**src/rtl/hamm_pkg.sv**
```systemverilog
// hamm_pkg: FSM encoding, codeword/data widths and syndrome-to-bit map for the Hamming(7,4) scheduler
package hamm_pkg;
  typedef enum logic [1:0] {IDLE = 2'd0, DECODE = 2'd1, OUT = 2'd2} state_t;
  localparam int CW_W = 7;
  localparam int D_W = 4;
  localparam logic [7:0][2:0] SYN_MAP = {3'd0, 3'd4, 3'd2, 3'd6, 3'd1, 3'd5, 3'd3, 3'd0};
endpackage

```
**src/rtl/hamm74_decode.sv**
```systemverilog
// hamm74_decode: combinational Hamming(7,4) single-bit correct; ports cw (codeword, MSB is c0), data {c0,c1,c2,c4}, err (correction applied)
module hamm74_decode
  import hamm_pkg::*;
(
  input  logic [CW_W-1:0] cw,
  output logic [D_W-1:0]  data,
  output logic            err
);
  logic [CW_W-1:0] c;
  logic [2:0] s, b;
  always_comb begin
    for (int i = 0; i < CW_W; i++) c[i] = cw[CW_W-1-i];
    s = {c[0] ^ c[2] ^ c[4] ^ c[6], c[0] ^ c[1] ^ c[4] ^ c[5], c[0] ^ c[1] ^ c[2] ^ c[3]};
    err = |s;
    b = SYN_MAP[s];
    data = {c[0] ^ (err && b == 3'd0), c[1] ^ (err && b == 3'd1), c[2] ^ (err && b == 3'd2), c[4] ^ (err && b == 3'd4)};
  end
endmodule

```
**src/rtl/hamm_rx_sched.sv**
```systemverilog
// hamm_rx_sched: round-robin scheduler sharing one Hamming(7,4) decoder among N_REQ requesters.
// Ports: clk, rst (async, active high), req_valid/req_data/req_ready (per-requester handshake,
// codeword i at req_data[7i+6:7i] with bit 7i+6 = c0), out_valid/out_ready/out_data/out_src/out_err
// (result handshake), err_count (saturating correction counter, only with HAMM_ERRCNT_EN defined).
module hamm_rx_sched
  import hamm_pkg::*;
#(
  parameter int N_REQ = 4,
  parameter int SRC_W = 2,
  parameter int CNT_W = 16
) (
  input  logic                  clk,
  input  logic                  rst,
  input  logic [N_REQ-1:0]      req_valid,
  input  logic [CW_W*N_REQ-1:0] req_data,
  output logic [N_REQ-1:0]      req_ready,
  output logic                  out_valid,
  input  logic                  out_ready,
  output logic [D_W-1:0]        out_data,
  output logic [SRC_W-1:0]      out_src,
  output logic                  out_err
`ifdef HAMM_ERRCNT_EN
  ,
  output logic [CNT_W-1:0]      err_count
`endif
);
  if (N_REQ < 2 || N_REQ > 8 || SRC_W != $clog2(N_REQ) || CNT_W < 1) begin : g_bad_cfg
    $error("hamm_rx_sched: inconsistent parameters");
  end
  state_t state;
  logic [SRC_W-1:0] rr_ptr, g, idx, lat_src;
  logic [CW_W-1:0] lat_cw;
  logic [CW_W-1:0] words [N_REQ];
  logic [D_W-1:0] dec_data;
  logic dec_err;
  for (genvar i = 0; i < N_REQ; i++) begin : g_w
    assign words[i] = req_data[CW_W*i +: CW_W];
  end
  // Scan downward so the nearest valid index at or after rr_ptr is the last one to win.
  always_comb begin
    g = '0;
    idx = '0;
    for (int k = N_REQ - 1; k >= 0; k--) begin
      idx = SRC_W'((int'(rr_ptr) + k) % N_REQ);
      if (req_valid[idx]) g = idx;
    end
    req_ready = (state == IDLE && |req_valid) ? N_REQ'(1) << g : '0;
  end
  hamm74_decode u_dec (.cw(lat_cw), .data(dec_data), .err(dec_err));
  always_ff @(posedge clk or posedge rst)
    if (rst) begin
      state <= IDLE;
      rr_ptr <= '0;
      lat_src <= '0;
      lat_cw <= '0;
      out_valid <= 1'b0;
      out_data <= '0;
      out_src <= '0;
      out_err <= 1'b0;
    end else begin
      case (state)
        IDLE: if (|req_valid) begin
          lat_cw <= words[g];
          lat_src <= g;
          state <= DECODE;
        end
        DECODE: begin
          out_data <= dec_data;
          out_src <= lat_src;
          out_err <= dec_err;
          out_valid <= 1'b1;
          state <= OUT;
        end
        OUT: if (out_ready) begin
          out_valid <= 1'b0;
          rr_ptr <= (lat_src == SRC_W'(N_REQ - 1)) ? '0 : lat_src + SRC_W'(1);
          state <= IDLE;
        end
        default: state <= IDLE;
      endcase
    end
`ifdef HAMM_ERRCNT_EN
  always_ff @(posedge clk or posedge rst)
    if (rst) err_count <= '0;
    else if (state == OUT && out_ready && out_err && err_count != '1) err_count <= err_count + CNT_W'(1);
`endif
endmodule

```
**config.mk**
```make
export PLATFORM = sky130hd
export DESIGN_NAME = hamm_rx_sched
export DESIGN_NICKNAME = d
export VERILOG_FILES = /design/src/rtl/hamm_pkg.sv /design/src/rtl/hamm74_decode.sv /design/src/rtl/hamm_rx_sched.sv
export SDC_FILE = /design/constraint.sdc
export NUM_CORES = 1
export LEC_CHECK = 0
export ABC_AREA = 1
export BUFFER_PORTS_ARGS = -buffer_cell sky130_fd_sc_hd__buf_2
export CORE_MARGIN = 2
export CORE_UTILIZATION = 51
export CTS_BUF_LIST = sky130_fd_sc_hd__clkbuf_16
export DETAILED_ROUTE_END_ITERATION = 8
export GPL_TIMING_DRIVEN = 0
export PLACE_DENSITY = 0.8
export SYNTH_ARGS = -nofsm -noshare
export SYNTH_HDL_FRONTEND = slang
export SYNTH_SLANG_ARGS = --single-unit
```
**constraint.sdc**
```tcl
create_clock -name clk -period 2.3 [get_ports clk]
set_clock_uncertainty 0.15 [all_clocks]
set_input_delay 0.46 -clock clk [delete_from_list [all_inputs] [get_ports clk]]
set_output_delay 0.46 -clock clk [all_outputs]
set_load 0.01 [all_outputs]
```
==> results of run 1 <==
-- layout make-up --
cell class	instances	area share (%)
buffer	6	2.164
clock buffer	3	3.509
clock inverter	1	0.2339
inverter	26	4.971
multi-input combinational	175	46.49
sequential	21	24.56
tap	33	1.930
timing repair buffer	60	16.14
-- critical path, cell delays in order, from the launching register on --
cell     delay, ns
dfrtp_1       0.42
buf_6         0.17
inv_6         0.07
nand3_1       0.06
and2_4        0.15
and2_4        0.14
nand2_2       0.05
nand2_2       0.07
buf_6         0.13
nor3_4        0.15
buf_2         0.15
-- registers in the layout, summed over array words and instances (netlist names) --
register and flops:
out_src 2, lat_src 2, out_err 1, out_data 4, state 2, lat_cw 7, out_valid 1, rr_ptr 2
-- cells in the mapped netlist, types with 2 or more instances --
| cell type | instances |
|---|---|
| nand2_1 | 99 |
| nand3_1 | 27 |
| inv_1 | 22 |
| dfrtp_1 | 21 |
| nand2_2 | 7 |
| o21ai_0 | 6 |
| nor3_1 | 5 |
| nand4_1 | 4 |
| nor2_1 | 4 |
| xor2_1 | 4 |
| buf_4 | 3 |
| inv_2 | 3 |
| and2_1 | 2 |
| o21ai_1 | 2 |
| o21bai_1 | 2 |
| xor2_2 | 2 |
-- per-layer routing --
metal	up-vias	GRT usage, %	part of all wire [%]
met3	7	1.310	4.3
met5	-	0	0
li1	845	-	-
met1	704	28.41	44
met4	0	12.01	2.4
met2	55	40.97	49
-- power by group through the flow --
stage	Clock, mW	Combinational [mW]	Sequential [mW]
2_1_floorplan	0	1.84	0.702
3_3_place_gp	0	2.25	0.685
3_5_place_dp	0	2.29	0.691
4_1_cts	0.373	2.68	0.698
5_1_grt	0.390	3.24	0.718
6_report	0.365	2.89	0.697
-- metrics by stage --
| step | hold slack, ns | setup TNS, ns | util (%) | total power, mW | area (um^2) |
|---|---|---|---|---|---|
| floorplan | 0.2865 | 0 | - | 2.537 | 1558 |
| detailed placement | 0.3102 | -0.2626 | 61.43 | 2.983 | 1829 |
| CTS | 0.2057 | -0.3704 | 69.58 | 3.749 | 2072 |
| global route | 0.2616 | -0.7143 | 71.85 | 4.344 | 2140 |
| finish | 0.1789 | -0.3865 | 71.85 | 3.956 | 2140 |
| global placement | 0.3093 | -0.2556 | 61.43 | 2.939 | 1829 |
-- worst paths after layout --
| check | startpoint | to | slack (ns) | depth (start not counted) |
|---|---|---|---|---|
| max | rr_ptr[0] | req_ready[1] | -0.13 | 10 |
| max in group asynchronous | rst | lat_cw[3] | 1.35 | 2 |
| max reg2reg | rr_ptr[0] | lat_cw[0] | 0.17 | 15 |
| min reg2reg | out_data[3] | out_data[3] | 0.32 | 2 |
| min | rst | lat_src[1] | 0.18 | 2 |
| min in group clk | out_data[3] | out_data[3] | 0.32 | 2 |
-- cells by family (layout without fill, tap and decap cells) --
group / after synthesis / in the layout / share of synthesized area (%)
xor+xnor: 8 / 8 / 5.944
flops: 21 / 21 / 33.73
buf+inv: 33 / 96 / 9.959
fa+ha+maj: 1 / 1 / 0.8031
simple gates: 153 / 153 / 44.50
compound gates: 13 / 13 / 5.060
-- timing repair --
item                       4_1_cts  5_1_grt
hold buffers                     0        0
setup buffers                   11        2
setup endpoints to repair        4        4
gates resized for setup         28       13
pin swaps                       11       10
cloned                           1        0
==> impl_metrics.yaml, run 1 <==
routing:
  drc_errors: 0
  first_iter_violations: 65
  wire_per_inst_um: 11.81
  dr.pass1.iters: 4
  ant_nets: 0
  viasPerCell: 4.957
  wl_mm: 3.838
  num_vias: 1611
die:
  io_pins: 47
  fp.dieH_um: 59.27
  die_w_um: 59.27
  row_count: 20
  die_area_um2: 3512
  start_util_pct: 52.31
  fp.coreArea_um2: 2978
place:
  gp_congestion: 0.8705
  pre_cts_slack_ns: -0.1121
  hpwl_mm: 2.474
  placedCellCount: 308
  io_buffers: 46
clock_tree:
  cts_buffers: 3
  clockBufferDepth: 2
  clockRootBuffer: "clkbuf_16"
  htreeDepth: 1
  tritoncts: "done"
  clk_latency_ns: 0.26
  cts_sinks: 21
  path_clk_slew_ns: 0.06
timing:
  fin_crit_sh_pct: 105.8
  period_minus_slack_ns: 2.433
  fmax_ghz: 0.4109
  finalSetupViolations: 4
  slew_headroom_pct: 49.81
  hold_violations: 0
  rsz0062_at_grt: "yes"
  worst_pin_slew_ns: 0.7520
  postLayoutSetupSlackWorst_ns: -0.1334
  slew_violations: 0
worst_setup_path:
  cp.arrival_ns: 1.82
  crit_fanout: 5
  crit_path_start_kind: "flop"
  crit_required_ns: 1.69
  worstSetupPathType: "reg -> out"
  endpoint_kind: "output port"
grt:
  grt_max_degree: 22
  grt_pass1_vias: 1515
  grt_usage_pct: 23.28
  overflow: 0
  antenna_found_initial: 0
  grt_pass1_wl_mm: 6.279
status:
  status: "complete, but fails checks"
  violations: "negative setup slack"
layout:
  multi_input_area_um2: 994.7
  final_common_cell: "nand2_1"
  drive_gt1_share_pct: 38.70
  most-common-layout-cells: "nand2_1, buf_2, nand3_1, dfrtp_1, inv_1"
  fin_nets: 329
  antenna_cells: 0
  fin_cells: 325
  regArea_um2: 525.5
  syn2layout_area_growth_pct: 37.35
  nFillCells: 253
pwr:
  ir_worst_vdd_uv: 1082
  p_clk_share_pct: 9.2
  seq_power_share_pct: 17.6
  leakage_nw: 1.217
  sw_frac_of_total_pct: 50.65
  comb_power_share_pct: 73.2
  p_sw_mw: 2.004
  power.internal_mw: 1.952
  power.density_nw_per_um2: 1849
synth:
  synth_area_um2: 1558
  syn_avg_cell_area_um2: 6.802
  async_flop_share_pct: 100.0
  synthCells: 229
  yosysTopAreaCell: "dfrtp_1"
  yosys_register_bits: 21
  ys_seq_area_share_pct: 33.73
  ys_types: 32
  synth_top_cell_area_share_pct: 33.73
  synth-edff-count: 0
  synth_area_leaders: "dfrtp_1, nand2_1, nand3_1, inv_1, nand2_2"
  ys.flop_type: "dfrtp_1"
  yosys_warnings: 0
  synth_fp_nets: 265
min_path:
  min_path_type: "in -> async"
run:
  maxCapViolations: 0
(Power assumes the default switching activity.)
==> run 2: changes to the inputs <==
- ABC_AREA: 1 -> default
- CORE_UTILIZATION: 51 -> 50
- PLACE_DENSITY: 0.8 -> 0.81
==> run 2 against run 1 <==
  * Area after synthesis is 12% lower
  * Final area down 14%
  * Worst setup slack better by 0.19 ns
  * The flow now finishes without violations
  * Highest routed layer unchanged
  * Combinational power is 38% lower
  * Synthesized cell count down 43%
  * Register-to-register slack better by 0.28 ns
  * Total power is 27% lower
  * Non-clock buffer count decreased by 7
  * Core utilization down 3.7 points
  * Critical endpoint is now req_ready[2]
  * Via count is 27% lower
  * Largest cell class unchanged
  * Global-route usage fell by 3.7 points
  * Sequential cell count unchanged
==> impl_metrics.yaml, run 2 <==
status:
  status: "finished clean"
synth:
  synth_top_cell_area_share_pct: 38.25
  synth_fp_nets: 166
  synth_area_um2: 1374
  ys_types: 35
  yosysTopAreaCell: "dfrtp_1"
  yosysMostFrequentCell: "dfrtp_1"
  ys_seq_area_share_pct: 38.25
  yosys_register_bits: 21
  synthCells: 130
  ys.flop_type: "dfrtp_1"
  syn_avg_cell_area_um2: 10.57
  yosys_warnings: 0
  synth-edff-count: 0
  async_flop_share_pct: 100.0
  synth_area_leaders: "dfrtp_1, mux2_4, o221a_2, nand3_1, xnor2_1"
  yosys-top-cells-count: "dfrtp_1, nand3_1, o21ai_0, nand2_1"
die:
  die_area_um2: 3183
  fp.coreArea_um2: 2686
  io_pins: 47
  start_util_pct: 51.14
  die_w_um: 56.42
  row_count: 19
  fp.dieH_um: 56.42
worst_setup_path:
  rrSetupSlack_ns: 0.45
  crit_fanout: 9
  cp.arrival_ns: 1.63
  crit_path_end: "req_ready[2]"
  cp.depth: 5
  ff2ff_path_depth: 6
  crit_required_ns: 1.69
  worstSetupPathType: "reg -> out"
  r2r-end: "lat_cw[6]"
  worstPathCellList: "or3_4, inv_4, o221a_4, and2_1, buf_2"
  crit_buf_inv: 2
  slowest_stage: "or3_4"
  endpoint_kind: "output port"
  cp-startpoint: "state[0]"
  crit_path_start_kind: "flop"
  worst_r2r_startpoint: "rr_ptr[1]"
  path_delay_family: "simple AND/OR/NAND/NOR gates"
  critical_path.max_stage_delay_ns: 0.43
routing:
  drc_errors: 0
  dr.pass1.iters: 4
  wl_mm: 3.038
  wire_per_inst_um: 13.94
  viasPerCell: 5.399
  first_iter_violations: 9
  num_vias: 1177
  ant_nets: 0
run:
  maxCapViolations: 0
place:
  io_buffers: 46
  hpwl_mm: 2.231
  pre_cts_slack_ns: -0.1687
  place_area_um2: 1643
  gp_congestion: 0.7557
layout:
  syn2layout_area_growth_pct: 33.24
  antenna_cells: 0
  fin_nets: 224
  reg.largest.list: "lat_cw x7, out_data x4"
  largest-register: "lat_cw"
  final_common_cell: "buf_2"
  postLayoutCellArea_um2: 1831
  fin_util_pct: 68.14
  most-common-layout-cells: "buf_2, dfrtp_1, nand3_1, o21ai_0, buf_4"
  largest_register_ff_count: 7
  drive_gt1_share_pct: 52.41
pwr:
  seq_power_share_pct: 24.7
  power.internal_mw: 1.731
  leakage_nw: 0.8647
  p_sw_mw: 1.141
  comb_power_share_pct: 62.7
  sw_frac_of_total_pct: 39.73
  power.density_nw_per_um2: 1569
  ir_worst_vdd_uv: 982.4
  p_clk_share_pct: 12.6
timing:
  period_minus_slack_ns: 2.244
  hold_violations: 0
  slew_violations: 0
  worst_pin_slew_ns: 0.7622
  finalSetupViolations: 0
  postLayoutSetupSlackWorst_ns: 0.05632
  fmax_ghz: 0.4457
  rsz0062_at_grt: "yes"
  hold_slack_ns: 0.1874
  fin_crit_sh_pct: 97.55
  slew_headroom_pct: 49.13
grt:
  overflow: 0
  grt_max_degree: 22
  grt_usage_pct: 19.56
  antenna_found_initial: 0
  grt_pass1_vias: 1152
  grt_pass1_wl_mm: 4.940
clock_tree:
  cts_sinks: 21
  cts_buffers: 3
  htreeDepth: 1
  clockBufferDepth: 2
  clk_latency_ns: 0.25
  path_clk_slew_ns: 0.05
  clockRootBuffer: "clkbuf_16"
  tritoncts: "done"
min_path:
  min_path_type: "in -> async"
run 2: cell count changes in the layout (fill, tap and decap cells not counted), sizes merged, moves of 8 or more:
cell	before	now
nand2	108	11
inv	25	4
nand3	29	14
mux2	0	11
xnor2	2	12
o221a	0	8
run 2: cell families (layout without fill, tap and decap cells):
family	count (synthesis)	in the layout	share of synthesized area [%]
fa+ha+maj	1	1	0.9106
compound gates	35	35	18.12
xor+xnor	12	12	9.836
mux	11	11	10.93
flops	21	21	38.25
buf+inv	10	67	5.008
simple gates	40	40	16.94
run 2: how the worst min path moves through the flow:
stage | to | slack, ns | cells past startpoint
global route | out_src[1] | 0.26 | 2
global placement | out_err | 0.30 | 1
detailed placement | out_err | 0.31 | 1
finish | out_src[1] | 0.19 | 2
floorplan | lat_cw[0] | 0.29 | 1
CTS | rr_ptr[0] | 0.21 | 2
run 2: cell type report:
class,count,area [um^2]
flip-flops and latches,21,525.5
inverters,4,17.52
clock inverters,1,5.005
clock buffers,3,75.07
fillers,221,855.8
repair buffers,56,305.3
well taps,31,38.79
plain buffers,3,26.28
multi-input cells,99,837.1
run 2: power groups by stage:
stage                     clock (mW)  combinational [mW]  sequential [mW]
after floorplan                    0                1.31            0.726
after global placement             0                1.57            0.712
after detailed placement           0                1.63            0.725
after CTS                      0.368                1.72            0.712
after global routing           0.372                1.98            0.736
final                          0.361                1.80            0.710
run 2: per-layer routing:
layer	global-route usage [%]	vias up	part of all wire, %
met5	0	-	0
met4	8.163	0	2.6
met3	2.535	9	5.5
met2	35.80	51	52
met1	22.80	527	40
li1	-	590	-
run 2: worst register-to-register path: cells and delay by family (launching register included):
family                 cells  cell delay, ns
DFF                        1            0.38
and+or+nand+nor            2            0.20
muxes                      2            0.64
buffers and inverters      1            0.14
AOI/OAI and AO/OA          1            0.22
run 2: repair_timing:
action	in CTS	in global routing
buffers inserted	3	7
resized for setup	6	5
pin swaps	3	4
endpoints found under the setup margin	4	4
hold buffers	0	0
run 2: metrics by stage:
| stage | std cells | setup TNS (ns) | total power, mW |
|---|---|---|---|
| global placement | 207 | -0.2418 | 2.286 |
| finish | 218 | 0 | 2.872 |
| CTS | 213 | 0 | 2.804 |
| global route | 218 | -0.1144 | 3.086 |
| detailed placement | 207 | -0.3354 | 2.356 |
| floorplan | 130 | 0 | 2.034 |
